File: src/rtl/fetch_stage_if.sv
// Instruction-memory request/response bundle between fetch_stage (master) and imem (slave).
// One request outstanding; addr is held until valid returns.
interface fetch_stage_if;
  logic        req;
  logic [15:0] addr;
  logic [15:0] rdata;
  logic        valid;

  modport master (output req, output addr, input rdata, input valid);
  modport slave  (input req, input addr, output rdata, output valid);
endinterface

File: src/rtl/fetch_stage.sv
// Instruction fetch stage: owns the PC, drives the IF/ID register, one-entry skid, drain on flush.
// Optional FETCH_PERF_CNT_EN adds fetch/bubble counters.
module fetch_stage #(
  parameter logic [15:0] RESET_PC   = 16'h0000,
  parameter logic [15:0] NOP_INSTR  = 16'hE000,
  parameter logic [3:0]  HLT_OPCODE = 4'hF
) (
  input  logic                 i_clk,
  input  logic                 i_rst,
  input  logic                 i_stall,
  input  logic                 i_flush,
  input  logic [15:0]          i_branch_pc,
  fetch_stage_if.master        imem,
  output logic [15:0]          o_curr_pc_fd,
  output logic [15:0]          o_next_pc_fd,
  output logic [15:0]          o_curr_instr_fd,
  output logic                 o_valid_fd,
  output logic                 o_halted
`ifdef FETCH_PERF_CNT_EN
  ,
  output logic [15:0]          o_fetch_cnt,
  output logic [15:0]          o_bubble_cnt
`endif
);

  typedef enum logic [1:0] {StRun, StDrain, StHalt} state_e;

  state_e      r_state, w_state_d;
  logic [15:0] r_pc, w_pc_d;
  logic [15:0] r_drain_addr, w_drain_addr_d;
  logic        r_skid_vld, w_skid_vld_d;
  logic [15:0] r_skid_pc, w_skid_pc_d;
  logic [15:0] r_skid_instr, w_skid_instr_d;
  logic [15:0] r_curr_pc, w_curr_pc_d;
  logic [15:0] r_next_pc, w_next_pc_d;
  logic [15:0] r_instr, w_instr_d;
  logic        r_valid_fd, w_valid_fd_d;
  logic        w_req;
  logic [15:0] w_addr;
  logic        w_resp;
  logic        w_load;

  always_comb begin
    w_req  = 1'b0;
    w_addr = r_pc;
    case (r_state)
      StRun:   w_req = ~r_skid_vld;
      StDrain: begin
        w_req  = 1'b1;
        w_addr = r_drain_addr;
      end
      default: w_req = 1'b0;
    endcase
    if (i_rst) w_req = 1'b0;
    w_resp = (r_state == StRun) && w_req && imem.valid;
  end

  always_comb begin
    w_state_d      = r_state;
    w_pc_d         = r_pc;
    w_drain_addr_d = r_drain_addr;
    w_skid_vld_d   = r_skid_vld;
    w_skid_pc_d    = r_skid_pc;
    w_skid_instr_d = r_skid_instr;
    w_curr_pc_d    = r_curr_pc;
    w_next_pc_d    = r_next_pc;
    w_instr_d      = r_instr;
    w_valid_fd_d   = r_valid_fd;
    w_load         = 1'b0;

    if (i_flush) begin
      w_curr_pc_d  = 16'h0000;
      w_next_pc_d  = 16'h0000;
      w_instr_d    = NOP_INSTR;
      w_valid_fd_d = 1'b0;
      w_skid_vld_d = 1'b0;
      w_pc_d       = i_branch_pc;
      case (r_state)
        // A pending request must be drained so its late response is not mistaken for the target.
        StRun: if (w_req && !imem.valid) begin
          w_drain_addr_d = w_addr;
          w_state_d      = StDrain;
        end
        StDrain: if (imem.valid) w_state_d = StRun;
        default: w_state_d = StRun;
      endcase
    end else begin
      case (r_state)
        StRun: begin
          if (i_stall) begin
            if (w_resp) begin
              w_skid_vld_d   = 1'b1;
              w_skid_pc_d    = r_pc;
              w_skid_instr_d = imem.rdata;
              w_pc_d         = r_pc + 16'd2;
            end
          end else if (r_skid_vld) begin
            w_load       = 1'b1;
            w_skid_vld_d = 1'b0;
            w_curr_pc_d  = r_skid_pc;
            w_next_pc_d  = r_skid_pc + 16'd2;
            w_instr_d    = r_skid_instr;
            w_valid_fd_d = 1'b1;
          end else if (w_resp) begin
            w_load       = 1'b1;
            w_curr_pc_d  = r_pc;
            w_next_pc_d  = r_pc + 16'd2;
            w_instr_d    = imem.rdata;
            w_valid_fd_d = 1'b1;
            w_pc_d       = r_pc + 16'd2;
          end
          if (w_load && (w_instr_d[15:12] == HLT_OPCODE)) w_state_d = StHalt;
        end
        StDrain: if (imem.valid) w_state_d = StRun;
        default: w_state_d = r_state;
      endcase
    end
  end

  always_ff @(posedge i_clk) begin
    if (i_rst) begin
      r_state      <= StRun;
      r_pc         <= RESET_PC;
      r_drain_addr <= 16'h0000;
      r_skid_vld   <= 1'b0;
      r_skid_pc    <= 16'h0000;
      r_skid_instr <= 16'h0000;
      r_curr_pc    <= 16'h0000;
      r_next_pc    <= 16'h0000;
      r_instr      <= NOP_INSTR;
      r_valid_fd   <= 1'b0;
    end else begin
      r_state      <= w_state_d;
      r_pc         <= w_pc_d;
      r_drain_addr <= w_drain_addr_d;
      r_skid_vld   <= w_skid_vld_d;
      r_skid_pc    <= w_skid_pc_d;
      r_skid_instr <= w_skid_instr_d;
      r_curr_pc    <= w_curr_pc_d;
      r_next_pc    <= w_next_pc_d;
      r_instr      <= w_instr_d;
      r_valid_fd   <= w_valid_fd_d;
    end
  end

  assign imem.req        = w_req;
  assign imem.addr       = w_addr;
  assign o_curr_pc_fd    = r_curr_pc;
  assign o_next_pc_fd    = r_next_pc;
  assign o_curr_instr_fd = r_instr;
  assign o_valid_fd      = r_valid_fd;
  assign o_halted        = (r_state == StHalt);

`ifdef FETCH_PERF_CNT_EN
  logic [15:0] r_fetch_cnt, r_bubble_cnt;

  always_ff @(posedge i_clk) begin
    if (i_rst) begin
      r_fetch_cnt  <= 16'h0000;
      r_bubble_cnt <= 16'h0000;
    end else begin
      if (w_load) r_fetch_cnt <= r_fetch_cnt + 16'd1;
      if (!w_load && (r_state != StHalt)) r_bubble_cnt <= r_bubble_cnt + 16'd1;
    end
  end

  assign o_fetch_cnt  = r_fetch_cnt;
  assign o_bubble_cnt = r_bubble_cnt;
`endif

endmodule

File: src/flat_wrapper.sv
// flat-port wrapper written by rule: the top's interface ports become plain ports
module fetch_stage_flat 
#(
  parameter logic [15:0] RESET_PC   = 16'h0000,
  parameter logic [15:0] NOP_INSTR  = 16'hE000,
  parameter logic [3:0]  HLT_OPCODE = 4'hF
)
  (i_clk, i_rst, i_stall, i_flush, i_branch_pc, o_curr_pc_fd, o_next_pc_fd, o_curr_instr_fd, o_valid_fd, o_halted, imem_req, imem_addr, imem_rdata, imem_valid);
  fetch_stage_if imem_i ();
  input  logic i_clk;
  input  logic i_rst;
  input  logic i_stall;
  input  logic i_flush;
  input  logic [15:0] i_branch_pc;
  output logic [15:0] o_curr_pc_fd;
  output logic [15:0] o_next_pc_fd;
  output logic [15:0] o_curr_instr_fd;
  output logic o_valid_fd;
  output logic o_halted;
  output wire logic [$bits(imem_i.req)-1:0] imem_req;
  output wire logic [$bits(imem_i.addr)-1:0] imem_addr;
  input wire logic [$bits(imem_i.rdata)-1:0] imem_rdata;
  input wire logic [$bits(imem_i.valid)-1:0] imem_valid;
  assign imem_req = imem_i.req;
  assign imem_addr = imem_i.addr;
  assign imem_i.rdata = imem_rdata;
  assign imem_i.valid = imem_valid;
  fetch_stage #(.RESET_PC(RESET_PC), .NOP_INSTR(NOP_INSTR), .HLT_OPCODE(HLT_OPCODE)) u_core (.i_clk(i_clk), .i_rst(i_rst), .i_stall(i_stall), .i_flush(i_flush), .i_branch_pc(i_branch_pc), .imem(imem_i), .o_curr_pc_fd(o_curr_pc_fd), .o_next_pc_fd(o_next_pc_fd), .o_curr_instr_fd(o_curr_instr_fd), .o_valid_fd(o_valid_fd), .o_halted(o_halted));
endmodule
File: config.mk
export PLATFORM = sky130hd
export DESIGN_NAME = fetch_stage_flat
export DESIGN_NICKNAME = d
export VERILOG_FILES = /design/src/rtl/fetch_stage_if.sv /design/src/rtl/fetch_stage.sv /design/src/flat_wrapper.sv
export SDC_FILE = /design/constraint.sdc
export NUM_CORES = 1
export LEC_CHECK = 0
export BUFFER_PORTS_ARGS = -buffer_cell sky130_fd_sc_hd__buf_2
export CAP_MARGIN = 40
export CORE_ASPECT_RATIO = 1.4
export CORE_MARGIN = 3
export CORE_UTILIZATION = 60
export CTS_BUF_LIST = sky130_fd_sc_hd__clkbuf_8 sky130_fd_sc_hd__clkbuf_16
export DETAILED_ROUTE_END_ITERATION = 6
export PLACE_DENSITY = 0.85
export SETUP_SLACK_MARGIN = 0.5
export SLEW_MARGIN = 15
export SYNTH_ARGS = -nofsm -noshare
export SYNTH_HDL_FRONTEND = slang
export SYNTH_SLANG_ARGS = --single-unit
export TNS_END_PERCENT = 1
File: constraint.sdc
create_clock -name i_clk -period 5.1 [get_ports i_clk]
set_input_delay 0.255 -clock i_clk [delete_from_list [all_inputs] [get_ports i_clk]]
set_output_delay 0.255 -clock i_clk [all_outputs]
set_load 0.1 [all_outputs]
== After elaboration in Yosys (flattened, before gate mapping) ==
Cells that the tools add are included.

* Word-level logic and storage cells: 73
* Register bits after elaboration: 116
* Output and inout port bits: 67
* Bits of input ports: 37

* Bitwise logic cells: 3
* Mux-type cells: 31
* Reductions and logical operators: 17
* Add/sub/neg operators: 2
* Equality and inequality tests: 9

{| class="wikitable"
|+ Operators by type and width
! operator !! count
|-
| $mux 16 || 15
|-
| $add 16x2->16 const B || 2
|-
| $ne 3x3->1 const B || 4
|-
| $reduce_and 3->1 || 4
|-
| $mux 1 || 9
|-
| $mux 2 || 4
|-
| $pmux 2 s2 || 2
|-
| $eq 4x4->1 const B || 1
|-
| $logic_and 1x1->1 || 4
|-
| $ne 4x2->1 const B || 1
|-
| $reduce_and 2->1 || 2
|-
| $reduce_and 4->1 || 1
|-
| $reduce_bool 2->1 || 2
|-
| $not 1->1 || 3
|-
| $reduce_bool 3->1 || 1
|-
| $eq 2x1->1 const B || 1
|-
| $eq 2x2->1 const B || 1
|-
| $logic_not 2->1 || 1
|-
| $ne 2x1->1 const B || 1
|-
| $pmux 1 s2 || 1
|-
| $reduce_or 2->1 || 1
|-
| $logic_not 1->1 || 1
|}

== Longest topological paths before layout ==
* Depth after elaboration: 15
* Mapped depth: 8
* Depth with buffers taken out: 6

== Least setup slack after synthesis ==
OpenSTA, ideal clock, no wires.

* Path kind: register -> register
* Start point: register u_core.r_state[0]
* End point: register u_core.r_drain_addr[12]
* Period minus slack after synthesis: 3.987 ns
* Data arrival time: 3.900 ns
* Cell stages (with the launch flop): 7
* Required time: 5.013 ns
* Library setup time: 0.087 ns
* Path buffers: 2
* Setup slack: 1.113 ns
* Cell sequence: dfxtp_1 buf_4 inv_1 a211oi_1 nand3_1 clkbuf_1 a211oi_1

* Longest elaborated chain between the ends: 5
* Elaborated cells between the ends (all ways): 7
* Classes of those cells: 1 x eq/ne; 3 x mux; 3 x reduce/logical

{| class="wikitable"
|+ Ends and longest elaborated chain
! what !! line !! text
|-
| start, declared || fetch_stage.sv:28 || <nowiki>state_e r_state, w_state_d;</nowiki>
|-
| start signal, assigned || fetch_stage.sv:122 || <nowiki>r_state <= StRun;</nowiki>
|-
| start signal, assigned || fetch_stage.sv:133 || <nowiki>r_state <= w_state_d;</nowiki>
|-
| $eq 2x1->1 / $logic_not 2->1 (equally long branches) || fetch_stage.sv:46 || <nowiki>case (r_state)</nowiki>
|-
| $pmux 1 s2 * || fetch_stage.sv:46 ||
|-
| $mux 1 * || fetch_stage.sv:54 || <nowiki>if (i_rst) w_req = 1'b0;</nowiki>
|-
| via imem_req || flat_wrapper.sv:20 || <nowiki>output wire logic [$bits(imem_i.req)-1:0] imem_req;</nowiki>
|-
| $logic_and 1x1->1 * || fetch_stage.sv:80 || <nowiki>StRun: if (w_req && !imem.valid) begin</nowiki>
|-
| $reduce_and 3->1 (no line) * || -- ||
|-
| end signal, assigned || fetch_stage.sv:135 || <nowiki>r_drain_addr <= w_drain_addr_d;</nowiki>
|-
| end, declared || fetch_stage.sv:30 || <nowiki>logic [15:0] r_drain_addr, w_drain_addr_d;</nowiki>
|}

Mark *: on every way through the listed nets, which the timed path passes. The rest lies on a longest branch.
A chain may end at the register's enable or synchronous reset.

== Worst setup path after layout ==
* Start point: register u_core.r_state[1]
* End point: register u_core.r_skid_pc[3]

* Longest elaborated chain between the ends: 6
* Elaborated cells between the ends (all ways): 7
* Classes of those cells: 1 x eq/ne; 2 x mux; 4 x reduce/logical

{| class="wikitable"
|+ Ends and longest elaborated chain
! what !! line !! text
|-
| $eq 2x1->1 / $logic_not 2->1 (equally long branches) || fetch_stage.sv:46, fetch_stage.sv:55, fetch_stage.sv:88 ||
|-
| $pmux 1 s2 || fetch_stage.sv:46 ||
|-
| $mux 1 || fetch_stage.sv:54 ||
|-
| $logic_and 1x1->1 (2 in a row) || fetch_stage.sv:55 || <nowiki>w_resp = (r_state == StRun) && w_req && imem.valid;</nowiki>
|-
| $reduce_and 4->1 (no line) * || -- ||
|-
| end signal, assigned || fetch_stage.sv:137 || <nowiki>r_skid_pc <= w_skid_pc_d;</nowiki>
|-
| end, declared || fetch_stage.sv:32 || <nowiki>logic [15:0] r_skid_pc, w_skid_pc_d;</nowiki>
|}

Every way passes the cells marked *; elsewhere a longest branch is shown, timed or not.

==> impl_metrics.py <==
metrics = {
    "finish": {
        "final_cell_mix": "dfxtp_1 (114), nor2_1 (112), buf_2 (103)",
        "nFillCells": 630,
        "drive_gt1_share_pct": 22.18,
        "final_common_cell": "dfxtp_1",
        "area_delta_synth_final_pct": 17.66,
        "diodes": 0,
        "nNetsFinal": 741,
    },
    "grt": {
        "grt_pass1_wl_um": 21710,
        "grt_busiest_layer": "met2",
        "grt-ovfl-total": 0,
        "grt_pass1_vias": 4589,
        "grt_max_degree": 72,
        "antenna_found_initial": 0,
        "grt_use_met1_pct": 31.50,
        "use_met3_pct": 6.868,
        "use_met2_pct": 43.49,
        "grt.total_usage_pct": 26.20,
    },
    "floorplan": {
        "start_util_pct": 63.14,
        "die_area_um2": 10480,
        "rows": 40,
        "die_h_um": 119.9,
        "core_um2": 8808,
        "fp.dieW_um": 87.37,
        "ios": 104,
    },
    "logic_synthesis": {
        "yosys_warnings": 0,
        "syn_avg_cell_area_um2": 8.913,
        "async_reset_ff_share_pct": 0,
        "synth_ff_type": "dfxtp_1",
        "synth-edff-count": 0,
        "syn-instance-count": 624,
        "syn_area_um2": 5562,
        "yosysSeqAreaShare_pct": 41.39,
        "syn_nets": 663,
        "ys_seq_elements": 115,
        "ys_types": 45,
    },
    "placement": {
        "gp_congestion": 0.8703,
        "portBuffers": 103,
        "pre_cts_ws_ns": 2.368,
        "hpwl_um": 9323,
    },
    "worst_setup_path": {
        "required_ns": 5.36,
        "rr_worst_depth": 6,
        "rr_endpoint": "u_core.r_skid_pc[3]",
        "critPathMaxFanout": 20,
        "critPathBufInv": 1,
        "start_kind": "flip-flop",
        "r2r_start": "u_core.r_state[1]",
        "critPathKind": "reg -> reg",
        "cp.arrival_ns": 2.76,
        "crit_slowest_cell": "or4b_4",
        "ff2ff_setup_slack_ns": 2.60,
        "cp_top_family": "simple AND/OR/NAND/NOR gates",
        "critPathCaptureType": "flip-flop",
        "max_stage_delay_ns": 0.66,
        "path_cells": "or4b_4, nor2_8, and3_2, buf_12, mux2i_1, nor2_1",
    },
    "route": {
        "remaining_drc_errors": 0,
        "num_vias": 4860,
        "ant_nets": 0,
        "wl_um": 13560,
        "firstDrtPassIters": 7,
        "drtIter0Drc": 246,
        "wl_per_cell_um": 16.68,
        "vias_per_cell": 5.978,
    },
    "clocking": {
        "cts_sinks": 115,
        "htree_levels": 4,
        "cts-buffers-inserted": 17,
        "cts_hold_buffers": 0,
        "cts.path.max_buffers": 2,
        "cts-root-buf": "clkbuf_16",
        "clk_latency_ns": 0.41,
        "postCtsSetupRepairBufs": 0,
        "clkTransAtPathRegs_ns": 0.05,
        "postCtsResizedCells": 0,
        "cts_tree": "built",
    },
    "sta": {
        "final.setup.tns_ns": 0,
        "fin_ws_ns": 2.601,
        "clock_skew_ns": 0.007385,
        "finalSetupViolations": 0,
        "fin_crit_sh_pct": 49.00,
        "fin_crit_ns": 2.499,
        "hold_violations": 0,
        "rsz0062_at_grt": "false",
        "drv_slew": 0,
        "fmax_mhz": 400.2,
        "slew_headroom_pct": 41.62,
        "tightestPinTransition_ns": 0.8725,
    },
    "pwr": {
        "vdd_drop_max_mv": 0.3079,
        "power.leakage_nw": 2.575,
        "power.density_nw_per_um2": 360.8,
        "p_total_mw": 2.361,
    },
    "min_path": {
        "min_path_type": "in -> reg",
        "hold_start": "i_branch_pc[0]",
        "min_to": "u_core.r_pc[0]",
        "hold_depth": 3,
    },
    "outcome": {
        "status": "finished, final reports clean",
    },
    "run": {
        "cap_violations": 0,
    },
}
## per-layer routing
metal / share of wire (%) / wire length, um
met2: 50 / 6813
met4: 2.6 / 347
met3: 6.5 / 885
met5: 0 / 0
met1: 41 / 5514
## report_power, final
| part | leakage, nW | switching, mW | internal (mW) | total, mW |
|---|---|---|---|---|
| Clock | 0.265 | 0.367 | 0.663 | 1.03 |
| Combinational | 1.37 | 0.270 | 0.0907 | 0.361 |
| Sequential | 0.936 | 0.0377 | 0.932 | 0.970 |
## metrics by stage
step	hold WS (ns)	std cells	area, um2	util (%)
global route	0.09603	813	6544	74.29
detailed placement	0.4428	787	6015	68.28
floorplan	0.3701	624	5562	-
finish	0.09495	813	6544	74.29
CTS	0.08974	812	6516	73.98
global placement	0.4356	782	5953	67.59
## final cells by class
type	instances	area [um2]	share of cell area [%]
multi-input combinational	434	2894	44.23
sequential	115	2303	35.20
timing repair buffer	113	634.4	9.694
clock buffer	19	452.9	6.922
tap	105	131.4	2.008
inverter	21	78.83	1.205
clock inverter	6	48.80	0.7457
## Yosys cell counts (3+ instances only)
master      n  area share (%)
buf_1       7            0.47
o211ai_1    4            0.54
buf_2      11            0.99
dfxtp_1   115              41
clkbuf_1   29             2.0
a21oi_1     6            0.54
nor3_1      9            0.81
xor2_1     22             3.5
mux2i_1    66              12
mux2_2     14             2.8
nand3_1    24             2.2
nor2b_1     4            0.45
inv_1      21             1.4
a211oi_1   57             7.7
buf_12      3             1.1
o21ai_0    15             1.3
a22oi_1    13             1.8
xnor2_1    18             2.8
nand4_1     8            0.90
nor4_1      4            0.45
nor2_1    112             7.6
nand2_1    33             2.2
## flip-flops by register name (all words and copies together) (netlist names)
signal / count
u_core.r_pc: 16
u_core.r_skid_pc: 16
u_core.r_drain_addr: 16
u_core.r_skid_vld: 1
u_core.o_curr_pc_fd: 15
u_core.o_valid_fd: 1
u_core.o_curr_instr_fd: 16
u_core.r_state: 2
u_core.r_skid_instr: 16
u_core.o_next_pc_fd: 16
## cells by family after synthesis
family / synth area share, %
DFF: 41.39
AOI/OAI and AO/OA: 13.27
buffers and inverters: 6.592
xor gates and xnor gates: 6.299
adders and majority gates: 0.4499
muxes: 14.71
and+or+nand+nor: 17.28
## worst max path at each step
stage | start | end | slack (ns) | depth (start not counted)
6_report | u_core.r_state[1] | u_core.r_skid_pc[3] | 2.60 | 6
5_1_grt | u_core.r_state[1] | u_core.o_next_pc_fd[9] | 2.39 | 6
4_1_cts | u_core.r_state[1] | u_core.r_skid_pc[15] | 2.62 | 6
3_5_place_dp | i_rst | u_core.r_skid_pc[15] | 2.37 | 8
3_3_place_gp | i_rst | u_core.o_curr_instr_fd[7] | 1.99 | 7
2_1_floorplan | u_core.r_state[0] | u_core.r_drain_addr[12] | 1.11 | 6
## worst register-to-register path, cell delays in order (launching register included)
cell and delay, ns:
dfxtp_1 0.42, or4b_4 0.66, nor2_8 0.19, and3_2 0.51, buf_12 0.26, mux2i_1 0.25, nor2_1 0.07
Power figures use the tool's default switching activity.
